[config.mk]
export PLATFORM = sky130hd
export DESIGN_NAME = pc_sequencer
export DESIGN_NICKNAME = d
export VERILOG_FILES = /design/src/rtl/pc_sequencer.sv
export SDC_FILE = /design/constraint.sdc
export NUM_CORES = 1
export LEC_CHECK = 0
export ABC_AREA = 1
export CORE_AREA = 5 5 130 132
export CTS_CLUSTER_DIAMETER = 150
export DETAILED_ROUTE_END_ITERATION = 8
export DIE_AREA = 0 0 135 137
export GPL_TIMING_DRIVEN = 0
export PLACE_DENSITY_LB_ADDON = 0.15
export SYNTH_ARGS = -nofsm -noshare
export SYNTH_HDL_FRONTEND = slang
export SYNTH_SLANG_ARGS = --single-unit
[constraint.sdc]
create_clock -name Clk -period 10.41 [get_ports Clk]
set_input_delay 1.5615 -clock Clk [delete_from_list [all_inputs] [get_ports Clk]]
set_output_delay 1.5615 -clock Clk [all_outputs]
set_load 0.05 [all_outputs]
[src/rtl/pc_sequencer.sv]
// pc_sequencer: fetch-stage program counter with exception/redirect/RAS/sequential
// next-PC selection, a pending-redirect latch for stalled or halted cycles,
// and a RUN/HALTED state machine so the control unit can park fetch.
module pc_sequencer #(
  parameter int                 WIDTH        = 32,
  parameter logic [WIDTH-1:0]   RESET_VECTOR = '0,
  parameter logic [31:0]        EXC_VECTOR   = 32'h0000_0180,
  parameter int                 INC          = 4,
  parameter int                 RAS_DEPTH    = 4
) (
  input  logic             Clk,
  input  logic             Reset,
  input  logic             Stall,
  input  logic             Redirect,
  input  logic [WIDTH-1:0] RedirectTarget,
  input  logic             Exception,
  input  logic             Call,
  input  logic             Return,
  input  logic             Halt,
  input  logic             Resume,
  output logic [WIDTH-1:0] PCResult,
  output logic             PCValid,
  output logic             RasEmpty,
  output logic             RasUnderflow
);

  localparam int               PTR_W  = $clog2(RAS_DEPTH);
  localparam int               CNT_W  = $clog2(RAS_DEPTH) + 1;
  localparam logic [WIDTH-1:0] EXC_PC = WIDTH'(EXC_VECTOR);
  localparam logic [WIDTH-1:0] INC_W  = WIDTH'(INC);
  localparam logic [CNT_W-1:0] FULL   = CNT_W'(RAS_DEPTH);

  typedef enum logic {ST_RUN, ST_HALTED} state_t;

  state_t           state_reg, state_next;
  logic [WIDTH-1:0] pc_reg, pc_next;
  logic             pend_valid_reg, pend_valid_next;
  logic [WIDTH-1:0] pend_target_reg, pend_target_next;
  logic [PTR_W-1:0] ptr_reg, ptr_next;
  logic [CNT_W-1:0] count_reg, count_next;
  logic             underflow_reg, underflow_next;

  // Return-address stack as a circular buffer: ptr points at the next write
  // slot, so when full the slot being overwritten is the oldest entry.
  logic [WIDTH-1:0] ras_mem [RAS_DEPTH];
  logic             ras_we;
  logic [PTR_W-1:0] ras_waddr;
  logic [WIDTH-1:0] ras_wdata;

  logic [WIDTH-1:0] pc_inc;
  logic [WIDTH-1:0] ras_top;
  logic             advance;

  assign pc_inc  = pc_reg + INC_W;
  assign ras_top = ras_mem[ptr_reg - PTR_W'(1)];

  // Next-state, next-PC and RAS update selection in priority order.
  always_comb begin
    state_next       = state_reg;
    pc_next          = pc_reg;
    pend_valid_next  = pend_valid_reg;
    pend_target_next = pend_target_reg;
    ptr_next         = ptr_reg;
    count_next       = count_reg;
    underflow_next   = 1'b0;
    ras_we           = 1'b0;
    ras_waddr        = ptr_reg;
    ras_wdata        = pc_inc;
    advance          = 1'b0;

    if (Exception) begin
      // Trap overrides stall and halt; RAS is left alone.
      state_next      = ST_RUN;
      pc_next         = EXC_PC;
      pend_valid_next = 1'b0;
    end else if (state_reg == ST_HALTED) begin
      if (Redirect) begin
        pend_valid_next  = 1'b1;
        pend_target_next = RedirectTarget;
      end
      // PC still holds in the Resume cycle; Resume beats a concurrent Halt.
      if (Resume) begin
        state_next = ST_RUN;
      end
    end else if (Halt || Stall) begin
      // Fetch is parked; keep the most recent redirect for later.
      if (Redirect) begin
        pend_valid_next  = 1'b1;
        pend_target_next = RedirectTarget;
      end
      if (Halt) begin
        state_next = ST_HALTED;
      end
    end else begin
      advance         = 1'b1;
      pend_valid_next = 1'b0;
      if (Redirect) begin
        pc_next = RedirectTarget;
      end else if (pend_valid_reg) begin
        pc_next = pend_target_reg;
      end else if (Return && (count_reg != '0)) begin
        pc_next = ras_top;
      end else begin
        pc_next = pc_inc;
      end
    end

    // RAS acts only on advancing cycles: pop first, then push, so a
    // simultaneous call/return replaces the top entry.
    if (advance) begin
      if (Return) begin
        if (count_reg == '0) begin
          underflow_next = 1'b1;
        end else begin
          ptr_next   = ptr_reg - PTR_W'(1);
          count_next = count_reg - CNT_W'(1);
        end
      end
      if (Call) begin
        ras_we    = 1'b1;
        ras_waddr = ptr_next;
        ras_wdata = pc_inc;
        ptr_next  = ptr_next + PTR_W'(1);
        if (count_next != FULL) begin
          count_next = count_next + CNT_W'(1);
        end
      end
    end
  end

  // State and control registers with synchronous reset.
  always_ff @(posedge Clk) begin
    if (Reset) begin
      state_reg       <= ST_RUN;
      pc_reg          <= RESET_VECTOR;
      pend_valid_reg  <= 1'b0;
      pend_target_reg <= '0;
      ptr_reg         <= '0;
      count_reg       <= '0;
      underflow_reg   <= 1'b0;
    end else begin
      state_reg       <= state_next;
      pc_reg          <= pc_next;
      pend_valid_reg  <= pend_valid_next;
      pend_target_reg <= pend_target_next;
      ptr_reg         <= ptr_next;
      count_reg       <= count_next;
      underflow_reg   <= underflow_next;
    end
  end

  // RAS storage write port; contents need no reset since count gates reads.
  always_ff @(posedge Clk) begin
    if (ras_we && !Reset) begin
      ras_mem[ras_waddr] <= ras_wdata;
    end
  end

  assign PCResult     = pc_reg;
  assign PCValid      = (state_reg == ST_RUN);
  assign RasEmpty     = (count_reg == '0);
  assign RasUnderflow = underflow_reg;

endmodule

=== Word level (Yosys, flattened, before mapping) ===
Memories as Yosys holds them, arrays and structs flattened.
Index checks and enable logic that the tools add are counted.

* Reduce and logical (&&, ||, !) cells: 12
* Bitwise logic cells: 5
* $add $sub $neg: 5
* Equality and inequality tests: 3
* Magnitude comparators: 0
* Shift-type cells: 0
* Multipliers: 0
* Mux-type cells: 35
* Divide/modulo/power cells: 0

{| class="wikitable"
|+ Operator list
! kind !! number
|-
| $mux 32 || 6
|-
| $add 32x3->32 const B || 1
|-
| $mux 9 || 3
|-
| $mux 1 || 15
|-
| $mux 3 || 5
|-
| $mux 2 || 6
|-
| $reduce_and 2->1 || 3
|-
| $not 1->1 || 5
|-
| $ne 2x2->1 const B || 2
|-
| $add 3x1->3 const B || 1
|-
| $logic_not 3->1 || 1
|-
| $ne 3x3->1 const B || 1
|-
| $reduce_bool 3->1 || 1
|-
| $reduce_or 3->1 || 1
|-
| $sub 3x1->3 const B || 1
|-
| $add 2x1->2 const B || 1
|-
| $logic_and 1x1->1 || 2
|-
| $reduce_bool 2->1 || 1
|-
| $reduce_or 2->1 || 1
|-
| $sub 2x1->2 const B || 1
|-
| $logic_not 1->1 || 1
|-
| $logic_or 1x1->1 || 1
|}

* Output and inout port bits: 35
* Latch bits: 0
* Register bits: 72
* Memory bits (writable): 128
* Bits in read-only memories: 0
* Word-level logic and storage cells: 69
* Memories kept: 1
* Input bits: 41

{| class="wikitable"
|+ Memory list
! name !! words !! width !! rd ports !! clocked after Yosys merged registers in !! wr ports !! line !! RTL
|-
| ras_mem || 4 || 32 || 1 || 0 || 1 || 45 || <nowiki>logic [WIDTH-1:0] ras_mem [RAS_DEPTH];</nowiki>
|}

=== Logic depth before layout (Yosys ltp) ===
Gate-level depths: netlist of run 1.

* Word-level depth: 8
* Gate-level depth with buffers: 13
* Depth with buffers taken out: 13

=== Worst setup path before layout of run 1 ===
OpenSTA, ideal clock, no wires.

* Path type: input to register
* From: in Exception
* To: mem ras_mem[2][0] (enable)
* Stages: 7
* Data required time: 9.949 ns
* Path slack: 5.483 ns
* Arrival: 4.466 ns
* Setup time: 0.461 ns
* Path through: nor2_1 -> inv_2 -> nor2_4 -> inv_2 -> nor2_2 -> inv_1 -> nor3_1

* Cells in the longest elaborated chain, start to end: 5
* Elaborated cells between the ends (all ways): 6

{| class="wikitable"
|+ Ends and longest elaborated chain
! item !! line !! RTL
|-
| start: declaration || 16 || <nowiki>input logic Exception,</nowiki>
|-
| $mux 1 (*) || 71 || <nowiki>if (Exception) begin</nowiki>
|-
| $mux 1 || 110 || <nowiki>if (advance) begin</nowiki>
|-
| $logic_and 1x1->1 || 154 || <nowiki>if (ras_we && !Reset) begin</nowiki>
|-
| $mux 1 || 154 ||
|-
| $mux 1 (not written as such) || 155 || <nowiki>ras_mem[ras_waddr] <= ras_wdata;</nowiki>
|-
| end: declaration || 45 ||
|}

Mark *: on every way between the ends. The rest lies on a longest branch, timed or not.

=== Worst setup path in the final report of run 1 ===
* From: in Exception
* To: mem ras_mem[3][31] (enable)

The elaborated chain is that of the path after synthesis.

==> impl_metrics.toml, run 1 <==
[outcome]
status = "completed"

[global_route]
grt_pass1_wl_um = 39700
grt_remaining_overflow = 0
grt_max_degree = 32
first_global_vias = 7262
antenna_found_initial = 0
track_usage_pct = 28.5

[logic_synthesis]
syn_area_um2 = 9600
synth_cell_types = 37
synthFlopType = "edfxtp_1"
yosys_register_bits = 200
ys_seq_area_share_pct = 55.1
synthArstFlopShare_pct = 0
yosysWarnings = 0
syn-num-nets = 1221
syn_inst = 1175
synth-edff-count = 128
syn_avg_cell_area_um2 = 8.17

[power_and_ir_drop]
p_leak_nw = 4.64
p_per_area_nw_per_um2 = 150
p_total_mw = 1.69
ir_worst_vdd_mv = 0.114

[routing]
drc = 0
wirelength_um = 25600
wl_met2_um = 11600
drtIter0Drc = 1059
antenna_left = 0
dr_wl_met3_um = 2640
dr_total_vias = 8095
via_per_inst = 5.39
top_layer = "met4"
wl_per_cell_um = 17.0
drt-pass1-iter-count = 6
wl_met1_um = 10800

[cells_and_area]
largest_reg_flops = 128
final_cell_mix = "nand2_1, nor2_1, edfxtp_1"
drive_gt1_share_pct = 8.24
antenna_cells = 0
final-seq-area_um2 = 5290
final_area_um2 = 11300
final_common_cell = "nand2_1"
area_growth_pct = 18.0
multi_input_area_um2 = 3810
fillers = 1188
layout.nets = 1320

[clock_network]
cts.path.max_buffers = 2
cts_made_buffers = 17
cts_repair_resize_count = 0
ctsHoldBuffers = 0
clock_latency_ns = 0.44
cts_tree = "done"
post-cts-setup-buffers = 0
cts_max_level = 4
cts_root_buf = "clkbuf_16"
clk_pin_slew_worst_paths_ns = 0.07
cts.sink_count = 200

[placement]
place_congestion = 0.938
port_buffers = 74
dpl_cell_area_um2 = 10700
hpwlAfterDp_um = 19400

[timing]
setup-tns-final_ns = 0
relSlewSlack_pct = 38.4
skew_ns = 0.0128
tightest_slew_ns = 0.922
slew_violations = 0
setup_viol = 0
fmax_mhz = 247
layout_min_cycle_time_ns = 4.04
hold_viol_final = 0
rsz0062_at_grt = "false"
min_period_over_period_pct = 38.8
worst_hold_slack_ns = 0.473

[setup_path]
endpoint_kind = "register"
required_ns = 10.56
arrival_ns = 4.19
max_stage_delay_ns = 0.68
crit_path_cell_trace = "clkdlybuf4s50_1 -> nor2_1 -> inv_2 -> nor2_4 -> inv_2 -> nor2_2 -> inv_1 -> nor2_1 -> nand2_1 -> inv_1 -> buf_16"
critPathLaunchType = "input port"
critical-path-slowest-cell = "inv_1"
path_max_fanout = 18
crit_type = "in -> reg"
rr_worst_depth = 10

[hold_path]
worstHoldPathType = "reg -> reg"
min_path_cells = 2

[die]
io_pins = 76
die_area_um2 = 18500
core-area_um2 = 15600
dieWidth_um = 135
die_h_um = 137
initial_core_util_pct = 61.5
num_rows = 46

[run]
maxCapViolCount = 0
==> cell type report <==
| type | count | area share [%] |
|---|---|---|
| repair buffers | 80 | 7.47 |
| clock inverters | 15 | 1.44 |
| well taps | 216 | 2.39 |
| inverters | 72 | 2.39 |
| plain buffers | 47 | 2.21 |
| flip-flops and latches | 200 | 46.7 |
| multi-input cells | 856 | 33.7 |
| clock buffers | 17 | 3.76 |
==> worst paths after layout <==
kind / from / to / slack, ns
hold / removal: pend_target_reg[4]$_SDFFE_PP0P_ / pend_target_reg[4]$_SDFFE_PP0P_ / 0.47
setup / recovery: Exception / ras_mem[3][31]$_DFFE_PP_ / 6.37
hold reg to reg: pend_target_reg[4]$_SDFFE_PP0P_ / pend_target_reg[4]$_SDFFE_PP0P_ / 0.47
setup reg to reg: count_reg[1]$_SDFFE_PP0N_ / ras_mem[3][31]$_DFFE_PP_ / 7.55
==> Yosys cell counts (2+ instances only) <==
master / instances / area (µm²)
or2_2: 2 / 12.5
xor2_1: 8 / 70.1
nor2_4: 8 / 90.1
nand2_4: 4 / 45.0
buf_6: 3 / 33.8
buf_2: 17 / 85.1
edfxtp_1: 128 / 3840
xnor2_1: 3 / 26.3
nand2_1: 475 / 1780
nand3b_1: 3 / 22.5
a211oi_1: 5 / 37.5
nor3_1: 2 / 10.0
o211ai_1: 3 / 22.5
nor2_8: 2 / 40.0
ha_1: 5 / 62.6
dfxtp_1: 72 / 1440
xor2_2: 4 / 65.1
buf_4: 8 / 60.1
o21ai_0: 55 / 275
a22oi_1: 2 / 15.0
inv_1: 65 / 244
buf_1: 2 / 7.51
inv_2: 7 / 26.3
nand2_2: 4 / 25.0
nand3_1: 52 / 260
nor2_1: 157 / 589
nor2_2: 5 / 31.3
a21oi_1: 49 / 245
clkbuf_1: 17 / 63.8
==> report_power, final <==
part / internal [mW] / switching (mW) / total, mW
Sequential: 0.851 / 0.0121 / 0.863
Clock: 0.340 / 0.320 / 0.660
Combinational: 0.0575 / 0.112 / 0.170
==> layer usage <==
metal	up-vias	GRT usage, %
li1	3975	-
met2	399	44.6
met1	3682	41.5
met3	39	4.93
met5	-	0
met4	0	7.95
==> critical path, delay by kind of cell <==
| family | cells | cell delay [ns] |
|---|---|---|
| buffers and inverters | 6 | 1.77 |
| AND/OR/NAND/NOR | 5 | 0.83 |
==> cell families (layout without fill, tap and decap cells) <==
logic type      count (synthesis)  count (layout)  synth area share (%)
buf+inv                       119             231                  5.42
flops                         200             200                  55.1
xor+xnor                       15              15                  1.68
compound gates                118             118                  6.51
mux                             1               1                 0.104
fa+ha+maj                       5               5                 0.652
simple gates                  717             717                  30.6
==> through the flow <==
step	setup WS [ns]	instances	util, %
floorplan	5.48	1175	-
global placement	3.08	1465	68.0
detailed placement	5.92	1471	68.8
CTS	6.39	1503	72.6
global route	6.16	1503	72.6
finish	6.37	1503	72.6
(Power assumes the default switching activity.)
==> run 2: changes to the inputs <==
CORE_AREA = 5 5 141 143   (was 5 5 130 132)
DIE_AREA = 0 0 146 148   (was 0 0 135 137)
clock period = 3.4 ns   (was 10.41 ns; I/O delays follow)
==> run 2 against run 1 <==
Cell count rose by 1.0%. Non-clock buffer count fell by 3. Critical endpoint is now ras_mem[2][24]$_DFFE_PP_. Register-to-register slack got worse by 6.9 ns. Combinational power rose to 3.1 times the previous value. Worst setup slack got worse by 5.9 ns. Core utilization fell by 11 points. Global-route usage fell by 3.8 points. Highest routed layer unchanged. First-iteration DRC count fell by 35%. Sequential power rose to 3.1 times the previous value.
==> impl_metrics.toml, run 2 (synthesized netlist as in run 1, its figures left out) <==
[routing]
drc = 0
dr_total_vias = 7911
wl_per_cell_um = 17.3
drt-pass1-iter-count = 5
wirelength_um = 26300
antenna_left = 0
drtIter0Drc = 691
via_per_inst = 5.21

[power_and_ir_drop]
p_per_area_nw_per_um2 = 459
p_leak_nw = 4.62
p_total_mw = 5.19
clockPowerShare_pct = 38.9
sw_frac_of_total_pct = 26.2
ir_worst_vdd_mv = 0.328
power_frac_seq_pct = 51.0
p_int_mw = 3.83
p_sw_mw = 1.36
p_comb_share_pct = 10.1

[global_route]
grt_max_degree = 33
track_usage_pct = 24.8
grt_use_met2_pct = 37.6
use_met3_pct = 4.08
grt_remaining_overflow = 0
top_usage_layer = "met2"
antenna_found_initial = 0
grtUsageMet1_pct = 36.6
grt_pass1_wl_um = 41000
first_global_vias = 7417

[cells_and_area]
final_area_um2 = 11300
multi_input_area_um2 = 3820
layout.nets = 1317
drive_gt1_share_pct = 8.10
fillers = 1619
antenna_cells = 0
final_common_cell = "nand2_1"
final_cell_mix = "nand2_1, nor2_1, edfxtp_1"
final-seq-area_um2 = 5290
largest_reg_flops = 128
area_growth_pct = 17.8
stdcell_count = 1518

[placement]
dpl_cell_area_um2 = 10700
hpwlAfterDp_um = 19800
port_buffers = 74
place_ws_ns = -0.0648
post-place-cells = 1486
place_congestion = 0.936

[setup_path]
arrival_ns = 3.11
critical-path-slowest-cell = "nor3_4"
path_buf_inv = 5
critPathLaunchType = "input port"
crit_path_cell_trace = "clkdlybuf4s50_1 -> nor2_1 -> inv_2 -> nor2_4 -> inv_2 -> nor2_2 -> inv_1 -> nor3_4 -> buf_8"
cpMostUsedCell = "inv_2"
required_ns = 3.53
max_stage_delay_ns = 0.73
path_max_fanout = 17
crit_family = "simple AND/OR/NAND/NOR gates"
endpoint_kind = "register"
crit_type = "in -> reg"

[die]
io_pins = 76
core-area_um2 = 18500
initial_core_util_pct = 52.0
dieWidth_um = 146
die_h_um = 148
num_rows = 50
die_area_um2 = 21600

[timing]
slew_violations = 0
worst_hold_slack_ns = 0.468
rsz0062_at_grt = "false"
setup_slack_ns = 0.421
layout_min_cycle_time_ns = 2.98
hold_viol_final = 0
min_period_over_period_pct = 87.6
setup_viol = 0
fmax_mhz = 336
relSlewSlack_pct = 40.7
skew_ns = 0.0149
tightest_slew_ns = 0.886

[outcome]
status = "completed"

[clock_network]
ctsHoldBuffers = 0
post-cts-setup-buffers = 0
cts_max_level = 4
cts_made_buffers = 17
cts.path.max_buffers = 2
cts_tree = "done"
clk_pin_slew_worst_paths_ns = 0.07
cts.sink_count = 200
cts_repair_resize_count = 0
clock_latency_ns = 0.44
cts_root_buf = "clkbuf_16"

[hold_path]
worstHoldPathType = "reg -> reg"

[run]
maxCapViolCount = 0
==> run 2: cell type report <==
class,count,area share (%)
Inverter,72,2.39
Clock buffer,18,3.80
Tap cell,234,2.59
Buffer,47,2.21
Clock inverter,14,1.39
Multi-Input combinational cell,856,33.8
Sequential cell,200,46.8
Timing Repair Buffer,77,7.11
==> run 2: worst register-to-register path: stages (launching register included) <==
cell and delay, ns:
dfxtp_1 0.35, inv_1 0.09, ha_1 0.23, nand2_1 0.13, nand2_4 0.14, xor2_1 0.21
nand2_1 0.09, o21ai_1 0.17, nor3_4 0.73, buf_8 0.29
==> run 2: power by group through the flow <==
stage	registers (mW)	clock network (mW)	logic [mW]
2_1_floorplan	2.72	0	0.288
3_3_place_gp	2.70	0	0.510
3_5_place_dp	2.70	0	0.518
4_1_cts	2.64	2.03	0.520
5_1_grt	2.65	2.15	0.577
6_report	2.64	2.02	0.523
==> run 2: worst paths after layout <==
check	from	end	slack, ns	depth (start not counted)
min	pend_target_reg[2]$_SDFFE_PP0P_	pend_target_reg[2]$_SDFFE_PP0P_	0.47	2
max reg2reg	count_reg[0]$_SDFFE_PP0N_	ras_mem[2][24]$_DFFE_PP_	0.65	9
min reg2reg	pend_target_reg[2]$_SDFFE_PP0P_	pend_target_reg[2]$_SDFFE_PP0P_	0.47	2
max	Exception	ras_mem[2][24]$_DFFE_PP_	0.42	9
==> run 2: through the flow <==
step           utilization, %  setup TNS (ns)
3_3_place_gp             57.6         -138.89
4_1_cts                  61.3               0
2_1_floorplan               -               0
6_report                 61.3               0
3_5_place_dp             58.1           -1.09
5_1_grt                  61.3               0
==> run 2: layer usage <==
metal	vias to the layer above	share of wire, %	wire length, µm
met3	45	6.9	1820
met5	-	0	0
li1	3973	-	-
met2	277	44	11400
met4	0	2.3	595
met1	3616	47	12400
